## config.mk

```make
export PLATFORM = sky130hd
export DESIGN_NAME = traffic_phase_scheduler
export DESIGN_NICKNAME = d
export VERILOG_FILES = /design/src/rtl/traffic_phase_scheduler.sv
export SDC_FILE = /design/constraint.sdc
export NUM_CORES = 1
export LEC_CHECK = 0
export ABC_AREA = 1
export CAP_MARGIN = 20
export CORE_MARGIN = 8
export CORE_UTILIZATION = 60
export DETAILED_ROUTE_END_ITERATION = 8
export DONT_BUFFER_PORTS = 1
export HOLD_SLACK_MARGIN = 0.05
export PLACE_DENSITY = 0.73
export SYNTH_ARGS = -nofsm -noshare
export SYNTH_HDL_FRONTEND = slang
export SYNTH_SLANG_ARGS = --single-unit
```

## constraint.sdc

```tcl
create_clock -name clk -period 1.9 [get_ports clk]
set_input_delay 0.19 -clock clk [delete_from_list [all_inputs] [get_ports clk]]
set_output_delay 0.19 -clock clk [all_outputs]
set_load 0.02 [all_outputs]
```

## src/rtl/traffic_phase_scheduler.sv

```systemverilog
// Two-axis intersection phase sequencer with 1 s tick, ped latches and emergency all-red.
// Ports: clk, rst (sync, active-low), en, ped_req[1:0], emerg -> G/Y/R/L[1:0], ped_walk[1:0], phase[3:0], sec_left[6:0].
module traffic_phase_scheduler #(
   parameter int unsigned TICK_DIV = 50_000_000,
   parameter int unsigned G_EW_S   = 40,
   parameter int unsigned G_SN_S   = 30,
   parameter int unsigned Y_S      = 5,
   parameter int unsigned L_S      = 15,
   parameter int unsigned ALLRED_S = 3
) (
   input  logic       clk,
   input  logic       rst,
   input  logic       en,
   input  logic [1:0] ped_req,
   input  logic       emerg,
   output logic [1:0] G,
   output logic [1:0] Y,
   output logic [1:0] R,
   output logic [1:0] L,
   output logic [1:0] ped_walk,
   output logic [3:0] phase,
   output logic [6:0] sec_left
);

   localparam int unsigned PW = $clog2(TICK_DIV);
   localparam logic [PW-1:0] PMAX = PW'(TICK_DIV - 1);

   typedef enum logic [3:0] {
      EW_G    = 4'd0,
      EW_Y1   = 4'd1,
      EW_L    = 4'd2,
      EW_Y2   = 4'd3,
      SN_G    = 4'd4,
      SN_Y1   = 4'd5,
      SN_L    = 4'd6,
      SN_Y2   = 4'd7,
      ALL_RED = 4'd8
   } state_t;

   state_t        state_q;
   state_t        state_d;
   state_t        succ_s;
   logic [6:0]    sec_q;
   logic [6:0]    sec_d;
   logic [PW-1:0] pre_q;
   logic [PW-1:0] pre_d;
   logic [1:0]    latch_q;
   logic [1:0]    latch_d;
   logic [1:0]    walk_q;
   logic [1:0]    walk_d;
   logic          tick;
   logic          ent_ew;
   logic          ent_sn;

   function automatic state_t succ(input state_t s);
      state_t n;
      case (s)
         EW_G:    n = EW_Y1;
         EW_Y1:   n = EW_L;
         EW_L:    n = EW_Y2;
         EW_Y2:   n = SN_G;
         SN_G:    n = SN_Y1;
         SN_Y1:   n = SN_L;
         SN_L:    n = SN_Y2;
         default: n = EW_G;
      endcase
      return n;
   endfunction

   function automatic logic [6:0] dur(input state_t s);
      logic [6:0] d;
      case (s)
         EW_G:                       d = 7'(G_EW_S);
         SN_G:                       d = 7'(G_SN_S);
         EW_Y1, EW_Y2, SN_Y1, SN_Y2: d = 7'(Y_S);
         EW_L, SN_L:                 d = 7'(L_S);
         default:                    d = 7'(ALLRED_S);
      endcase
      return d;
   endfunction

   // Phase, countdown and prescaler; emerg overrides en and tick.
   always_comb begin
      state_d = state_q;
      sec_d   = sec_q;
      pre_d   = pre_q;
      succ_s  = succ(state_q);
      tick    = en && (pre_q == PMAX);
      if (emerg) begin
         state_d = ALL_RED;
         sec_d   = 7'(ALLRED_S);
         pre_d   = '0;
      end else if (en) begin
         pre_d = tick ? '0 : pre_q + PW'(1);
         if (tick) begin
            if (sec_q == 7'd1) begin
               state_d = succ_s;
               sec_d   = dur(succ_s);
            end else begin
               sec_d = sec_q - 7'd1;
            end
         end
      end
   end

   // Walk is captured from the latch on the edge that enters a green
   // and cleared whenever the next state is not that axis' green.
   always_comb begin
      ent_ew  = (state_d == EW_G) && (state_q != EW_G);
      ent_sn  = (state_d == SN_G) && (state_q != SN_G);
      latch_d = (latch_q & ~{ent_ew, ent_sn}) | ped_req;
      walk_d  = 2'b00;
      if (state_d == EW_G) begin
         walk_d[1] = ent_ew ? latch_q[1] : walk_q[1];
      end
      if (state_d == SN_G) begin
         walk_d[0] = ent_sn ? latch_q[0] : walk_q[0];
      end
   end

   always_ff @(posedge clk) begin
      if (!rst) begin
         state_q <= EW_G;
         sec_q   <= 7'(G_EW_S);
         pre_q   <= '0;
         latch_q <= 2'b00;
         walk_q  <= 2'b00;
      end else begin
         state_q <= state_d;
         sec_q   <= sec_d;
         pre_q   <= pre_d;
         latch_q <= latch_d;
         walk_q  <= walk_d;
      end
   end

   // Lamp decode from the registered phase; unknown codes show all red.
   always_comb begin
      G = 2'b00;
      Y = 2'b00;
      R = 2'b00;
      L = 2'b00;
      case (state_q)
         EW_G: begin
            G = 2'b10;
            R = 2'b01;
         end
         EW_Y1, EW_Y2: begin
            Y = 2'b10;
            R = 2'b01;
         end
         EW_L: begin
            L = 2'b10;
            R = 2'b01;
         end
         SN_G: begin
            G = 2'b01;
            R = 2'b10;
         end
         SN_Y1, SN_Y2: begin
            Y = 2'b01;
            R = 2'b10;
         end
         SN_L: begin
            L = 2'b01;
            R = 2'b10;
         end
         default: R = 2'b11;
      endcase
   end

   assign phase    = state_q;
   assign sec_left = sec_q;
   assign ped_walk = walk_q;

endmodule
```

Word level (Yosys, flattened, before mapping)
Memories as Yosys holds them, arrays and structs flattened.
Cells that the tools add are included.
{"block": "word_totals", "elab_cells": 57, "output_inout_bits": 21, "reg_bits": 41, "rom_bits": 48, "n_memories": 1}
{"name": "(no name shown)", "depth": 8, "width": 6, "read_ports": 1, "rd_ports_with_merged_regs": 0, "wr": 0, "line_no": "72", "source": "case (s)"}
{"block": "op_classes", "n_eq_ne": 11, "n_mux": 15, "addsub": 2, "n_reduce_logical": 17, "n_bitwise": 4}
{"op": "$add 26x1->26 const B", "n": 1}
{"op": "$eq 26x26->1 const B", "n": 1}
{"op": "$mux 26", "n": 1}
{"op": "$pmux 3 s7", "n": 1}
{"op": "$eq 4x3->1 const B", "n": 5}
{"op": "$mux 6", "n": 3}
{"op": "$mux 4", "n": 4}
{"op": "$pmux 2 s2", "n": 4}
{"op": "$mux 7", "n": 2}
{"op": "$eq 4x2->1 const B", "n": 2}
{"op": "$logic_not 4->1", "n": 2}
{"op": "$reduce_and 2->1", "n": 4}
{"op": "$reduce_or 4->1", "n": 2}
{"op": "$eq 7x1->1 const B", "n": 1}
{"op": "$sub 7x1->7 const B", "n": 1}
{"op": "$reduce_or 2->1", "n": 3}
{"op": "$eq 4x1->1 const B", "n": 1}
{"op": "$ne 4x3->1 const B", "n": 1}
{"op": "$reduce_bool 2->1", "n": 2}
{"op": "$reduce_bool 4->1", "n": 1}
{"op": "$logic_and 1x1->1", "n": 3}
{"op": "$and 2x2->2", "n": 1}
{"op": "$not 2->2", "n": 1}
{"op": "$or 2x2->2", "n": 1}
{"op": "$not 1->1", "n": 1}

Longest topological paths before layout
{"block": "logic_depth", "word_depth": 11, "mapped_depth": 14, "ltp_nobuf": 13}

Worst setup path after synthesis
No wires, ideal clock.
{"block": "synth_path", "kind": "register to register", "startpoint": "reg state_q[2] (netlist: phase[2])", "endpoint": "reg latch_q[0]", "slack_ns": 0.024, "path_stages_with_launch": 9, "arrival_time_ns": 1.805, "period_less_slack_ns": 1.876, "n_path_buf": 0, "path_cell_list": "dfxtp_1 inv_1 nor2_1 inv_1 nor3_1 inv_1 nand3_1 nand2_1 a21oi_2"}
{"block": "synth_via", "elab_chain_cells": 11, "elab_cells_between_ends": 18, "cone_classes": "eq/ne: 8; mux: 5; bitwise: 3; reduce/logical: 2"}
{"item": "start: declaration", "line_no": "40", "source": "state_t state_q;"}
{"item": "start signal: assignment", "line_no": "129", "source": "state_q <= state_d;"}
{"item": "$eq 4x3->1 (tied with other cells)", "line_no": "57", "source": "case (s)"}
{"item": "$pmux 3 s7", "line_no": "57"}
{"item": "$mux 4", "line_no": "96", "source": "if (sec_q == 7'd1) begin"}
{"item": "$mux 4", "line_no": "95", "source": "if (tick) begin"}
{"item": "$mux 4", "line_no": "93", "source": "end else if (en) begin"}
{"item": "$mux 4", "line_no": "89", "source": "if (emerg) begin"}
{"item": "$eq 4x3->1", "line_no": "110", "source": "ent_sn = (state_d == SN_G) && (state_q != SN_G);"}
{"item": "$logic_and 1x1->1 *", "line_no": "110"}
{"item": "$not 2->2 *", "line_no": "111", "source": "latch_d = (latch_q & ~{ent_ew, ent_sn}) | ped_req;"}
{"item": "$and 2x2->2 *", "line_no": "111"}
{"item": "$or 2x2->2 *", "line_no": "111"}
{"item": "end signal: assignment", "line_no": "132", "source": "latch_q <= latch_d;"}
{"item": "end: declaration", "line_no": "47", "source": "logic [1:0] latch_q;"}
Mark *: on every way between the ends. The rest lies on a longest branch, timed or not.
A chain may end at the register's enable or synchronous reset.

Worst setup path in the final report
{"block": "layout_path", "startpoint": "reg pre_q[1]", "endpoint": "reg pre_q[24]"}
{"block": "layout_via", "elab_chain_cells": 3, "elab_cells_between_ends": 4, "cone_classes": "add/sub: 1; eq/ne: 1; mux: 1; reduce/logical: 1"}
{"item": "start: declaration", "line_no": "45", "source": "logic [PW-1:0] pre_q;"}
{"item": "start signal: assignment", "line_no": "131", "source": "pre_q <= pre_d;"}
{"item": "branches (longest 2 deep; another with $add 26x1->26)"}
{"item": "$mux 26 *", "line_no": "94", "source": "pre_d = tick ? '0 : pre_q + PW'(1);"}
Mark *: on every way between the ends.

==> metrics.yaml <==
wl_per_cell_um: 13.3
firstDrtPassIters: 4
yosysSeqAreaShare_pct: 35.8
cpMostUsedCell: "nand2_1"
fmax_mhz: 552
path_class: "reg -> reg"
slew_violations: 0
peakVddDrop_mv: 0.512
ctsRootBufferMaster: "clkbuf_8"
ys_warn_count: 0
antenna_found_initial: 0
fp.dieH_um: 77.8
cts_sinks: 41
rows: 22
rrSetupSlack_ps: 90
dr.first_iter.drc_count: 100
cp_max_fo: 3
finalClockSkew_ps: 7.58
io_pins: 27
dpl_cell_area_um2: 2470
syn-num-nets: 343
grt_max_degree: 14
crit_chain: "ha_4 > nand2_1 > nor2_1 > nand2_2 > nor3_2 > nand2_1 > nor2_2 > nand4_1 > a21oi_1 > o21a_1"
rsz0062_at_grt: "yes"
status: "finished, final reports clean"
fin_cells: 417
synthesis.area_um2: 2290
synthTopCellsByCount: "nand2_1, nor2_1, inv_1, dfxtp_1, nand3_1"
cp.required_ps: 2140
initial_core_util_pct: 62.7
synth_area_leaders: "dfxtp_1, nand2_1, nor2_1"
drtAntennaViolNets: 0
core_area_um2: 3660
design_area_um2: 2780
crit_end: "pre_q[24]"
syn_area_per_cell_um2: 6.87
die_area_um2: 6060
async_flop_share_pct: 0
netlist.area_leader.share_pct: 35.8
maxCapViolations: 0
h-tree-depth: 2
post-route-period-util_pct: 95.4
p_leak_nw: 1.11
cp.arrival_ps: 2050
crit_path_start_kind: "flop"
tightestPinTransition_ps: 405
clkLatencyLatePin_ps: 300
num_antenna_cells: 0
grt_pass1_vias: 2107
area_delta_synth_final_pct: 21.0
crit_start: "pre_q[1]"
grt_remaining_overflow: 0
synth_ff_type: "dfxtp_1"
synth_edf_count: 0
period_needed_ps: 1810
hp-class: "in -> reg"
power.density_nw_per_um2: 667
ys_ff_latch: 41
final_nets: 377
chipWidth_um: 77.8
whs_ps: 60.2
viasPerCell: 5.39
grt_pass1_wl_um: 9490
synthDistinctLibCells: 36
place_inst: 398
tritoncts.num_buffers: 5
clk_path_buf_depth: 2
post-route-util_pct: 75.8
grtUsageTotal_pct: 18.9
r2r_start: "pre_q[1]"
relSlewSlack_pct: 72.8
finalHoldViolations: 0
drive_gt1_share_pct: 20.3
cts_tree: "done"
slowest_stage: "dfxtp_2"
setup_violations: 0
r2r_cells: 10
synthCells: 334
end_kind: "flop"
drc: 0
cpPeakStageDelay_ps: 360
vias: 2249
gp_congestion: 0.938
synth_top_area_cell: "dfxtp_1"
port_buffers: 0
routed_wl_um: 5560
tns_ps: 0
reg2reg_to: "pre_q[24]"
clk_pin_slew_ps: 70
yosysMostFrequentCell: "nand2_1"
dp_hpwl_um: 4070
[where the power goes]
part           switching, mW  total (mW)  internal (mW)
Clock                  0.304       0.826          0.522
Sequential            0.0118       0.883          0.872
Combinational         0.0899       0.142         0.0520
Total                  0.406        1.85           1.45
[state kept, by name (all words and copies together), names as in the netlist]
| signal | flops |
|---|---|
| ped_walk | 2 |
| phase | 4 |
| latch_q | 2 |
| pre_q | 26 |
| sec_left | 7 |
[layer usage]
layer	routed length [um]	GRT usage, %
met4	114	9.43
met1	2560	22.3
met3	314	5.30
met2	2570	30.5
met5	0	0
[critical path: cells and delay by family (launching register included)]
family	cells	cell delay [ps]
AND/OR/NAND/NOR	7	940
AO/OA/AOI/OAI	2	310
flip-flops	1	360
adder cells (fa/ha/maj)	1	150
[cells by family (layout without fill, tap and decap cells)]
kind of cell	Yosys count	count (layout)	synth area share (%)
simple gates	180	180	37.5
flops	41	41	35.8
fa+ha+maj	3	3	1.64
buf+inv	53	88	9.65
xor+xnor	6	6	2.29
compound gates	51	51	13.1
[stage by stage]
stage	total power [mW]	setup WS, ps
2_1_floorplan	0.996	24.3
3_3_place_gp	1.02	22.6
3_5_place_dp	1.02	-22.8
4_1_cts	1.86	6.94
5_1_grt	1.92	-33.7
6_report	1.85	88.2
[timing repair]
action | 4_1_cts | 5_1_grt
hold buffers | 5 | 0
endpoints found under the setup margin | 5 | 19
buffers inserted | 0 | 6
pin swaps | 0 | 13
endpoints found under the hold margin | 9 | 0
gates resized for setup | 2 | 20
[area by class of cell]
type / instances / area (um2)
Sequential cell: 41 / 825
Multi-Input combinational cell: 240 / 1330
Clock buffer: 5 / 68.8
Tap cell: 48 / 60.1
Inverter: 51 / 201
Clock inverter: 3 / 65.1
Fill cell: 291 / 885
Timing Repair Buffer: 29 / 230
[cells in the final DEF (no fill, tap or decap), types with 2 or more instances in the layout]
| master | synthesis | layout |
|---|---|---|
| nor2_4 | 5 | 8 |
| bufinv_16 | 0 | 2 |
| nor4_1 | 5 | 5 |
| dfxtp_2 | 0 | 3 |
| a21oi_2 | 2 | 3 |
| buf_4 | 0 | 24 |
| o22ai_1 | 3 | 3 |
| a21oi_1 | 16 | 15 |
| nand4_1 | 5 | 5 |
| o21a_1 | 4 | 4 |
| clkbuf_8 | 0 | 5 |
| nand3_2 | 3 | 5 |
| ha_1 | 3 | 2 |
| dfxtp_1 | 41 | 38 |
| nand2_1 | 61 | 57 |
| a211oi_1 | 2 | 2 |
| nand2_2 | 1 | 5 |
| xor2_1 | 5 | 5 |
| nor3_2 | 3 | 4 |
| o21ai_0 | 16 | 16 |
| inv_2 | 3 | 3 |
| nand3_1 | 20 | 17 |
| o211ai_1 | 2 | 2 |
| a31oi_1 | 4 | 4 |
| dlygate4sd3_1 | 0 | 5 |
| nor3_1 | 11 | 10 |
| nor2_2 | 6 | 5 |
| inv_1 | 46 | 45 |
| nor2_1 | 54 | 52 |
[how the worst min path moves through the flow]
stage / start / end / slack (ps) / depth (start not counted)
after floorplan: rst / sec_left[3] / 270 / 1
after CTS: en / pre_q[1] / 60 / 3
after global routing: en / pre_q[1] / 70 / 3
final: en / pre_q[1] / 60 / 3
after detailed placement: rst / sec_left[3] / 280 / 1
after global placement: rst / sec_left[3] / 280 / 1
Note: power is estimated with default switching activity, not from simulation.
